==> src/rtl/gfx_wb_cmd_fifo_if.sv <==
// Wishbone slave bundle between the management bus and the graphics command FIFO.
interface gfx_wb_cmd_fifo_if;
   logic        wbs_stb_i;
   logic        wbs_cyc_i;
   logic        wbs_we_i;
   logic [3:0]  wbs_sel_i;
   logic [31:0] wbs_dat_i;
   logic [31:0] wbs_adr_i;
   logic        wbs_ack_o;
   logic [31:0] wbs_dat_o;

   modport slave (
      input  wbs_stb_i, wbs_cyc_i, wbs_we_i, wbs_sel_i, wbs_dat_i, wbs_adr_i,
      output wbs_ack_o, wbs_dat_o
   );

   modport master (
      output wbs_stb_i, wbs_cyc_i, wbs_we_i, wbs_sel_i, wbs_dat_i, wbs_adr_i,
      input  wbs_ack_o, wbs_dat_o
   );
endinterface

==> src/rtl/gfx_wb_cmd_fifo.sv <==
// Wishbone-written draw-command FIFO feeding the render pipeline over valid/ready,
// with status/control registers and a watermark/overflow interrupt.
module gfx_wb_cmd_fifo #(
   parameter logic [31:0] ADDR_BASE = 32'h3000_0000,
   parameter int          DEPTH     = 16,
   parameter logic [7:0]  LOW_WM    = 8'd4
) (
   input  logic               wb_clk_i,
   input  logic               wb_rst_i,
   gfx_wb_cmd_fifo_if.slave   wb,
   output logic               cmd_valid_o,
   output logic [31:0]        cmd_data_o,
   input  logic               cmd_ready_i,
   output logic               irq_o
);
   localparam int         PW      = $clog2(DEPTH);
   localparam logic [7:0] DEPTH_L = 8'(DEPTH);
   localparam logic [1:0] A_CMD = 2'd0, A_STATUS = 2'd1, A_CTRL = 2'd2, A_LOWWM = 2'd3;

   logic          ack_q, ack_d;
   logic [1:0]    adr_q, adr_d;
   logic          we_q, we_d;
   logic [3:0]    sel_q, sel_d;
   logic [31:0]   dat_q, dat_d;
   logic [31:0]   mem_q [DEPTH];
   logic [31:0]   mem_d [DEPTH];
   logic [PW-1:0] rd_ptr_q, rd_ptr_d, wr_ptr_q, wr_ptr_d;
   logic [7:0]    level_q, level_d;
   logic          ovf_q, ovf_d, irq_en_q, irq_en_d, irq_q, irq_d;
   logic [7:0]    lowwm_q, lowwm_d;

   logic          req, push, push_ok, pop, flush, ctrl_wr, lowwm_wr, empty, full;
   logic [31:0]   rd_data;
   logic          unused_adr;

   assign unused_adr = ^wb.wbs_adr_i[1:0];

   always_comb begin
      req      = wb.wbs_stb_i & wb.wbs_cyc_i & (wb.wbs_adr_i[31:4] == ADDR_BASE[31:4]) & ~ack_q;
      ack_d    = req;
      adr_d    = req ? wb.wbs_adr_i[3:2] : adr_q;
      we_d     = req ? wb.wbs_we_i       : we_q;
      sel_d    = req ? wb.wbs_sel_i      : sel_q;
      dat_d    = req ? wb.wbs_dat_i      : dat_q;

      // register side effects use the request captured into the ack cycle
      push     = ack_q & we_q & (adr_q == A_CMD) & (sel_q == 4'hF);
      ctrl_wr  = ack_q & we_q & (adr_q == A_CTRL) & sel_q[0];
      lowwm_wr = ack_q & we_q & (adr_q == A_LOWWM) & sel_q[0];
      flush    = ctrl_wr & dat_q[1];
      empty    = (level_q == 8'd0);
      full     = (level_q == DEPTH_L);
      pop      = ~empty & cmd_ready_i;
      push_ok  = push & (~full | pop);

      mem_d    = mem_q;
      rd_ptr_d = rd_ptr_q;
      wr_ptr_d = wr_ptr_q;
      level_d  = level_q;
      if (flush) begin
         rd_ptr_d = '0;
         wr_ptr_d = '0;
         level_d  = 8'd0;
      end else begin
         if (push_ok) begin
            mem_d[wr_ptr_q] = dat_q;
            wr_ptr_d        = wr_ptr_q + PW'(1);
         end
         if (pop) rd_ptr_d = rd_ptr_q + PW'(1);
         level_d = level_q + {7'd0, push_ok} - {7'd0, pop};
      end

      ovf_d = ovf_q;
      if (ctrl_wr & dat_q[2])
         ovf_d = 1'b0;
      else if (push & full & ~pop)
         ovf_d = 1'b1;

      irq_en_d = ctrl_wr  ? dat_q[0]   : irq_en_q;
      lowwm_d  = lowwm_wr ? dat_q[7:0] : lowwm_q;
      irq_d    = irq_en_q & ((level_q <= lowwm_q) | ovf_q);

      rd_data = 32'd0;
      case (adr_q)
         A_STATUS: rd_data = {20'd0, irq_en_q, ovf_q, full, empty, level_q};
         A_CTRL:   rd_data = {31'd0, irq_en_q};
         A_LOWWM:  rd_data = {24'd0, lowwm_q};
         default:  rd_data = 32'd0;
      endcase
   end

   always_ff @(posedge wb_clk_i or posedge wb_rst_i) begin
      if (wb_rst_i) begin
         ack_q    <= 1'b0;
         adr_q    <= 2'd0;
         we_q     <= 1'b0;
         sel_q    <= 4'd0;
         dat_q    <= 32'd0;
         mem_q    <= '{default: '0};
         rd_ptr_q <= '0;
         wr_ptr_q <= '0;
         level_q  <= 8'd0;
         ovf_q    <= 1'b0;
         irq_en_q <= 1'b0;
         irq_q    <= 1'b0;
         lowwm_q  <= LOW_WM;
      end else begin
         ack_q    <= ack_d;
         adr_q    <= adr_d;
         we_q     <= we_d;
         sel_q    <= sel_d;
         dat_q    <= dat_d;
         mem_q    <= mem_d;
         rd_ptr_q <= rd_ptr_d;
         wr_ptr_q <= wr_ptr_d;
         level_q  <= level_d;
         ovf_q    <= ovf_d;
         irq_en_q <= irq_en_d;
         irq_q    <= irq_d;
         lowwm_q  <= lowwm_d;
      end
   end

   assign wb.wbs_ack_o = ack_q;
   assign wb.wbs_dat_o = (ack_q & ~we_q) ? rd_data : 32'd0;
   assign cmd_valid_o  = ~empty;
   assign cmd_data_o   = empty ? 32'd0 : mem_q[rd_ptr_q];
   assign irq_o        = irq_q;
endmodule

==> src/flat_wrapper.sv <==
// flat-port wrapper written by rule: the top's interface ports become plain ports
module gfx_wb_cmd_fifo_flat 
#(
   parameter logic [31:0] ADDR_BASE = 32'h3000_0000,
   parameter int          DEPTH     = 16,
   parameter logic [7:0]  LOW_WM    = 8'd4
)
  (wb_clk_i, wb_rst_i, cmd_valid_o, cmd_data_o, cmd_ready_i, irq_o, wb_wbs_stb_i, wb_wbs_cyc_i, wb_wbs_we_i, wb_wbs_sel_i, wb_wbs_dat_i, wb_wbs_adr_i, wb_wbs_ack_o, wb_wbs_dat_o);
  gfx_wb_cmd_fifo_if wb_i ();
  input  logic wb_clk_i;
  input  logic wb_rst_i;
  output logic cmd_valid_o;
  output logic [31:0] cmd_data_o;
  input  logic cmd_ready_i;
  output logic irq_o;
  input wire logic [$bits(wb_i.wbs_stb_i)-1:0] wb_wbs_stb_i;
  input wire logic [$bits(wb_i.wbs_cyc_i)-1:0] wb_wbs_cyc_i;
  input wire logic [$bits(wb_i.wbs_we_i)-1:0] wb_wbs_we_i;
  input wire logic [$bits(wb_i.wbs_sel_i)-1:0] wb_wbs_sel_i;
  input wire logic [$bits(wb_i.wbs_dat_i)-1:0] wb_wbs_dat_i;
  input wire logic [$bits(wb_i.wbs_adr_i)-1:0] wb_wbs_adr_i;
  output wire logic [$bits(wb_i.wbs_ack_o)-1:0] wb_wbs_ack_o;
  output wire logic [$bits(wb_i.wbs_dat_o)-1:0] wb_wbs_dat_o;
  assign wb_i.wbs_stb_i = wb_wbs_stb_i;
  assign wb_i.wbs_cyc_i = wb_wbs_cyc_i;
  assign wb_i.wbs_we_i = wb_wbs_we_i;
  assign wb_i.wbs_sel_i = wb_wbs_sel_i;
  assign wb_i.wbs_dat_i = wb_wbs_dat_i;
  assign wb_i.wbs_adr_i = wb_wbs_adr_i;
  assign wb_wbs_ack_o = wb_i.wbs_ack_o;
  assign wb_wbs_dat_o = wb_i.wbs_dat_o;
  gfx_wb_cmd_fifo #(.ADDR_BASE(ADDR_BASE), .DEPTH(DEPTH), .LOW_WM(LOW_WM)) u_core (.wb_clk_i(wb_clk_i), .wb_rst_i(wb_rst_i), .wb(wb_i), .cmd_valid_o(cmd_valid_o), .cmd_data_o(cmd_data_o), .cmd_ready_i(cmd_ready_i), .irq_o(irq_o));
endmodule
==> config.mk <==
export PLATFORM = sky130hd
export DESIGN_NAME = gfx_wb_cmd_fifo_flat
export DESIGN_NICKNAME = d
export VERILOG_FILES = /design/src/rtl/gfx_wb_cmd_fifo_if.sv /design/src/rtl/gfx_wb_cmd_fifo.sv /design/src/flat_wrapper.sv
export SDC_FILE = /design/constraint.sdc
export NUM_CORES = 1
export LEC_CHECK = 0
export BUFFER_PORTS_ARGS = -buffer_cell sky130_fd_sc_hd__buf_4
export CORE_UTILIZATION = 56
export CTS_CLUSTER_SIZE = 8
export DETAILED_ROUTE_END_ITERATION = 6
export PLACE_DENSITY_LB_ADDON = 0.05
export SLEW_MARGIN = 20
export SYNTH_ARGS = -nofsm -noshare
export SYNTH_HDL_FRONTEND = slang
export SYNTH_SLANG_ARGS = --single-unit
==> constraint.sdc <==
create_clock -name wb_clk_i -period 17.5 [get_ports wb_clk_i]
set_clock_uncertainty 0.2 [all_clocks]
set_input_delay 1.75 -clock wb_clk_i [delete_from_list [all_inputs] [get_ports wb_clk_i]]
set_output_delay 1.75 -clock wb_clk_i [all_outputs]
set_load 0.02 [all_outputs]
==> impl_metrics.json, run 1 <==
{
  "status": "complete, no violations",
  "min_period_ns": 6.70,
  "die_area_um2": 49100,
  "overflow": 0,
  "finalWeightedCongestion": 0.767,
  "synthCells": 1781,
  "wl_per_cell_um": 23.6,
  "final_layout_size_suffix_gt1_share_pct": 28.1,
  "clk_pin_slew_ns": 0.05,
  "max_stage_delay_ns": 0.97,
  "clockBufferDepth": 3,
  "cp-end-kind": "primary output",
  "grt_pass1_vias": 16400,
  "worstMarginPinSlew_ns": 1.08,
  "hold_violations": 0,
  "io_pins": 141,
  "path_buf_inv": 3,
  "first_iter_violations": 934,
  "fillers": 3531,
  "worst_hold_startpoint": "u_core.mem_q[56]$_DFFE_PP0P_",
  "yosys_register_bits": 579,
  "synth-main-ff-cell": "dfrtp_1",
  "track_usage_pct": 25.2,
  "final_common_cell": "dfrtp_1",
  "num_rows": 80,
  "cts_hold_buf": 0,
  "path_cells": "buf_4 > buf_4 > mux4_2 > mux2_2 > nand2_1 > o221ai_1 > buf_4",
  "post-route-period-util_pct": 38.3,
  "path_common_cell": "buf_4",
  "ys_types": 49,
  "syn_area_per_cell_um2": 15.2,
  "clk_latency_ns": 0.60,
  "ant_nets": 0,
  "async_flop_share_pct": 100,
  "r2r_slack_ns": 14.02,
  "criticalPathCategory": "flip-flop to primary output",
  "max_slew_margin_pct": 27.8,
  "rsz0062_at_grt": "no",
  "ys_seq_area_share_pct": 53.7,
  "r2r_start": "u_core.level_q[2]$_DFF_PP0_",
  "drt-total-wl_um": 59100,
  "dp_slack_ns": 11.33,
  "cts_htree_levels": 3,
  "post_dp_cell_area_um2": 28100,
  "cts-buffers-inserted": 82,
  "required_ns": 15.55,
  "startpoint_type": "flip-flop",
  "cts_tree": "done",
  "cts_resized": 0,
  "cts_setup_buffers": 0,
  "clock-sinks": 579,
  "fp.dieW_um": 222,
  "dp.final_hpwl_um": 32300,
  "drv_slew": 0,
  "nNetsFinal": 1974,
  "diodes": 0,
  "root_buffer": "clkbuf_16",
  "vias_per_cell": 6.05,
  "arrival_ns": 4.75,
  "ir_worst_vdd_mv": 0.114,
  "worstPathMaxFanout": 48,
  "maxCapViolations": 0,
  "initial_core_util_pct": 56.7,
  "first_pass_iters": 7,
  "mostFrequentLayoutCells": "dfrtp_1, mux2_1, buf_4",
  "crit_family": "buffers and inverters",
  "final_area_um2": 30400,
  "grt_pass1_wl_um": 94500,
  "cpMaxStageDelayCell": "dfrtp_4",
  "power_density_nw_per_um2": 111,
  "grt_start_max_net_pins": 165,
  "setup_tns_ns": 0,
  "coreArea_um2": 47600,
  "syn-cell-area_um2": 27000,
  "synth_edf_count": 0,
  "cp-startpoint": "u_core.rd_ptr_q[1]$_DFFE_PP0P_",
  "yosys_warnings": 0,
  "port_buffers": 118,
  "setup_viol": 0,
  "syn2layout_area_growth_pct": 12.5,
  "drc": 0,
  "detailroute.via_count": 15200,
  "max_freq_ghz": 0.149,
  "p_leak_uw": 0.0154,
  "die_h_um": 222,
  "hp-class": "flip-flop to flip-flop",
  "antenna_found_initial": 0,
  "worst_slack_ns": 10.80
}
## synthesized netlist by cell type, drive strengths merged, types with 2 or more instances
master	n	area share (%)
nand2	45	0.63
mux2i	12	0.44
a211o	2	0.065
nor2	22	0.31
nor3b	3	0.083
nand3b	2	0.056
o211ai	2	0.056
nor4	6	0.14
mux4	128	11
buf	105	2.6
nand4	21	0.81
o31ai	2	0.056
clkbuf	54	0.76
o221ai	32	1.0
ha	24	1.1
o21ai	2	0.037
inv	89	1.2
a21oi	8	0.15
nand3	7	0.13
nor3	5	0.11
and2	5	0.12
nand2b	4	0.093
dfrtp	578	54
mux2	594	25
xnor2	5	0.16
o21bai	2	0.056
a211oi	4	0.11
and3	2	0.046
nor2b	3	0.070
## layer usage
metal | GRT usage, % | part of all wire, % | vias up | wire length [um]
met5 | 0 | 0 | - | 0
met4 | 6.85 | 2.0 | 0 | 1200
met3 | 4.08 | 3.5 | 99 | 2090
met2 | 39.2 | 47 | 280 | 28000
met1 | 37.1 | 47 | 8161 | 27800
li1 | - | - | 6627 | -
## final timing paths
kind                                                       to  cells after the start
worst max-delay path                           cmd_data_o[30]                      7
worst min-delay path             u_core.mem_q[56]$_DFFE_PP0P_                      1
max in group asynchronous       u_core.mem_q[383]$_DFFE_PP0P_                      4
worst min register to register   u_core.mem_q[56]$_DFFE_PP0P_                      1
min in group asynchronous         u_core.dat_q[8]$_DFFE_PP0P_                      3
worst max register to register    u_core.level_q[6]$_DFF_PP0_                     13
## state kept, by name, indices dropped and copies added (netlist names)
register             flops
u_core.adr_q             2
u_core.dat_q            32
u_core.irq_en_q          1
u_core.irq_o             1
u_core.level_q           8
u_core.lowwm_q           8
u_core.mem_q           512
u_core.ovf_q             1
u_core.rd_ptr_q          4
u_core.sel_q             4
u_core.wb.wbs_ack_o      1
u_core.we_q              1
u_core.wr_ptr_q          4
## per-stage QoR
stage | instances | total power, uW | utilization (%) | hold slack (ns)
floorplan | 1800 | 1840 | - | 0.259
global placement | 2405 | 1990 | 59.1 | 0.268
detailed placement | 2405 | 2010 | 59.1 | 0.275
CTS | 2505 | 3420 | 63.7 | 0.286
global route | 2506 | 3520 | 63.8 | 0.292
finish | 2506 | 3380 | 63.8 | 0.282
## power by group
group	internal [uW]	switching (uW)	leakage (uW)
clock network	864	535	0.00108
registers	1360	63.7	0.00805
logic	223	330	0.00624
total	2450	929	0.0154
## final cells by class
type | instances | area, um2 | area share, %
Inverter | 89 | 338 | 1.11
Timing Repair Buffer | 150 | 1150 | 3.80
Multi-Input combinational cell | 973 | 11400 | 37.5
Sequential cell | 579 | 14500 | 47.7
Tap cell | 615 | 769 | 2.53
Clock buffer | 98 | 2200 | 7.23
Clock inverter | 2 | 21.3 | 0.0700
## worst register-to-register path, stage by stage (launching register included)
cell      delay (ns)
dfrtp_1         0.44
inv_1           0.11
ha_1            0.16
nor4bb_1        0.22
buf_4           0.22
o211ai_1        0.10
buf_4           0.25
and2_1          0.22
ha_1            0.25
fa_1            0.46
a211o_1         0.31
a31oi_1         0.20
o21bai_1        0.10
mux2i_1         0.12
## cells by family (layout without fill, tap and decap cells)
| kind of cell | after synthesis | in the layout | synth area share (%) |
|---|---|---|---|
| muxes | 734 | 734 | 35.9 |
| DFF | 579 | 579 | 53.7 |
| buffers and inverters | 248 | 339 | 4.61 |
| and+or+nand+nor | 129 | 129 | 2.72 |
| AOI/OAI and AO/OA | 60 | 60 | 1.74 |
| adders and majority gates | 25 | 25 | 1.19 |
| xor gates and xnor gates | 5 | 5 | 0.162 |
| other | 1 | 20 | 0.0139 |
No activity file was read; power rests on OpenSTA's default activity.
==> inputs of run 2 (changes only) <==
==> constraint.sdc (replaced) <==
create_clock -name wb_clk_i -period 6 [get_ports wb_clk_i]
set_clock_uncertainty 0.2 [all_clocks]
set_input_delay 0.6 -clock wb_clk_i [delete_from_list [all_inputs] [get_ports wb_clk_i]]
set_output_delay 0.6 -clock wb_clk_i [all_outputs]
set_load 0.02 [all_outputs]
==> run 2 against run 1 <==
  * Total power rose to 2.9 times the previous value
  * Sequential power rose to 3.0 times the previous value
  * Hold slack worse by 0.25 ns
  * Design area up 0.12%
  * Count of clock-buffer cells in the layout down 4
  * Combinational power rose to 2.8 times the previous value
==> impl_metrics.json, run 2 (synthesis results as in run 1) <==
{
  "whs_path_depth": 2,
  "grt_start_max_net_pins": 162,
  "first_pass_iters": 5,
  "max_freq_ghz": 0.236,
  "io_pins": 141,
  "status": "complete, no violations",
  "largest_register_ffs": 512,
  "swShare_pct": 27.5,
  "port_buffers": 118,
  "top_regs": "u_core.mem_q: 512 flops, u_core.dat_q: 32 flops",
  "ant_nets": 0,
  "post-route-period-util_pct": 70.7,
  "fp.dieW_um": 222,
  "grt_pass1_vias": 16200,
  "overflow": 0,
  "final_layout_size_suffix_gt1_share_pct": 28.2,
  "max_slew_margin_pct": 26.0,
  "arrival_ns": 3.44,
  "power.share.sequential_pct": 42.9,
  "mostFrequentLayoutCells": "dfrtp_1, mux2_1, buf_4",
  "p_int_uw": 7130,
  "hold_violations": 0,
  "p_leak_uw": 0.0154,
  "initial_core_util_pct": 56.7,
  "final_area_um2": 30400,
  "r2r_slack_ns": 2.07,
  "drt-total-wl_um": 59200,
  "dp.final_hpwl_um": 33100,
  "criticalPathCategory": "flip-flop to primary output",
  "detailroute.via_count": 15100,
  "cts_tree": "done",
  "first_iter_violations": 750,
  "required_ns": 5.20,
  "layoutNonFillerInstCount": 2506,
  "maxCapViolations": 0,
  "cts-buffers-inserted": 82,
  "drv_slew": 0,
  "clock_power_share_pct": 41.1,
  "setup_tns_ns": 0,
  "clockBufferDepth": 3,
  "wl_per_cell_um": 23.6,
  "cp-startpoint": "u_core.rd_ptr_q[3]$_DFFE_PP0P_",
  "hp-class": "primary input to flip-flop",
  "drc": 0,
  "root_buffer": "clkbuf_16",
  "post_dp_cell_area_um2": 28200,
  "nNetsFinal": 1977,
  "cts_setup_buffers": 0,
  "dp.cells": 2408,
  "coreArea_um2": 47600,
  "min_period_ns": 4.24,
  "cp-end-kind": "primary output",
  "power_switching_uw": 2700,
  "clk_pin_slew_ns": 0.05,
  "die_area_um2": 49100,
  "num_rows": 80,
  "rr_worst_depth": 7,
  "antenna_found_initial": 0,
  "diodes": 0,
  "die_h_um": 222,
  "syn2layout_area_growth_pct": 12.7,
  "power_density_nw_per_um2": 323,
  "rsz0062_at_grt": "no",
  "track_usage_pct": 25.4,
  "worstMarginPinSlew_ns": 1.11,
  "worstPathMaxFanout": 39,
  "startpoint_type": "flip-flop",
  "max_flop_register": "u_core.mem_q",
  "worst_hold_startpoint": "wb_wbs_dat_i[30]",
  "hold_slack_ns": 0.0332,
  "pwr-share-comb_pct": 16.0,
  "finalWeightedCongestion": 0.783,
  "r2r_start": "u_core.level_q[4]$_DFF_PP0_",
  "clock-sinks": 579,
  "clk_latency_ns": 0.59,
  "setup_viol": 0,
  "vias_per_cell": 6.03,
  "ir_worst_vdd_mv": 0.288,
  "final_common_cell": "dfrtp_1",
  "grt_pass1_wl_um": 95200,
  "cts_htree_levels": 3
}
## run 2: area by class of cell
cell class / instances / area [um2]
fill: 3553 / 17200
sequential: 579 / 14500
multi-input combinational: 973 / 11400
clock buffer: 94 / 2160
timing repair buffer: 153 / 1230
tap: 615 / 769
inverter: 89 / 338
clock inverter: 3 / 22.5
## run 2: final timing paths
path                                                   to
max in group asynchronous  u_core.rd_ptr_q[3]$_DFFE_PP0P_
min in group asynchronous     u_core.dat_q[9]$_DFFE_PP0P_
min                          u_core.dat_q[30]$_DFFE_PP0P_
max                                        cmd_data_o[28]
max reg2reg                 u_core.mem_q[486]$_DFFE_PP0P_
min reg2reg                 u_core.mem_q[220]$_DFFE_PP0P_
## run 2: critical path, cell delays in order, from the launching register on
cell and delay, ns:
dfrtp_2 0.90, buf_4 0.66, mux4_2 0.41, mux2_2 0.27
nand2_1 0.07, o221ai_1 0.26, buf_4 0.27
## run 2: per-stage QoR
| stage | power [uW] | setup WS (ns) | util [%] |
|---|---|---|---|
| 3_5_place_dp | 5880 | 2.02 | 59.2 |
| 2_1_floorplan | 5370 | -2.69 | - |
| 4_1_cts | 9970 | 1.76 | 63.8 |
| 5_1_grt | 10200 | 1.67 | 63.8 |
| 6_report | 9830 | 1.76 | 63.8 |
| 3_3_place_gp | 5860 | 2.11 | 59.2 |
## run 2: timing repair
item / CTS / global route
resized for setup: 0 / 0
setup endpoints to repair: 0 / 0
hold buffers: 1 / 0
hold endpoints to repair: 23 / 0
## run 2: metal layers
layer  routed length (um)  GRT usage (%)  vias up
met5                    0              0        -
met4                 1150           7.62        0
met3                 1970           3.54       76
met2                28000           39.7      285
met1                28000           37.2     8120
li1                     -              -     6640
## run 2: power by group through the flow
stage,registers [uW],clock network (uW),logic (uW)
after floorplan,4060,0,1320
after global placement,4280,0,1580
after detailed placement,4280,0,1600
after CTS,4220,4150,1610
after global routing,4230,4300,1710
final,4210,4040,1570
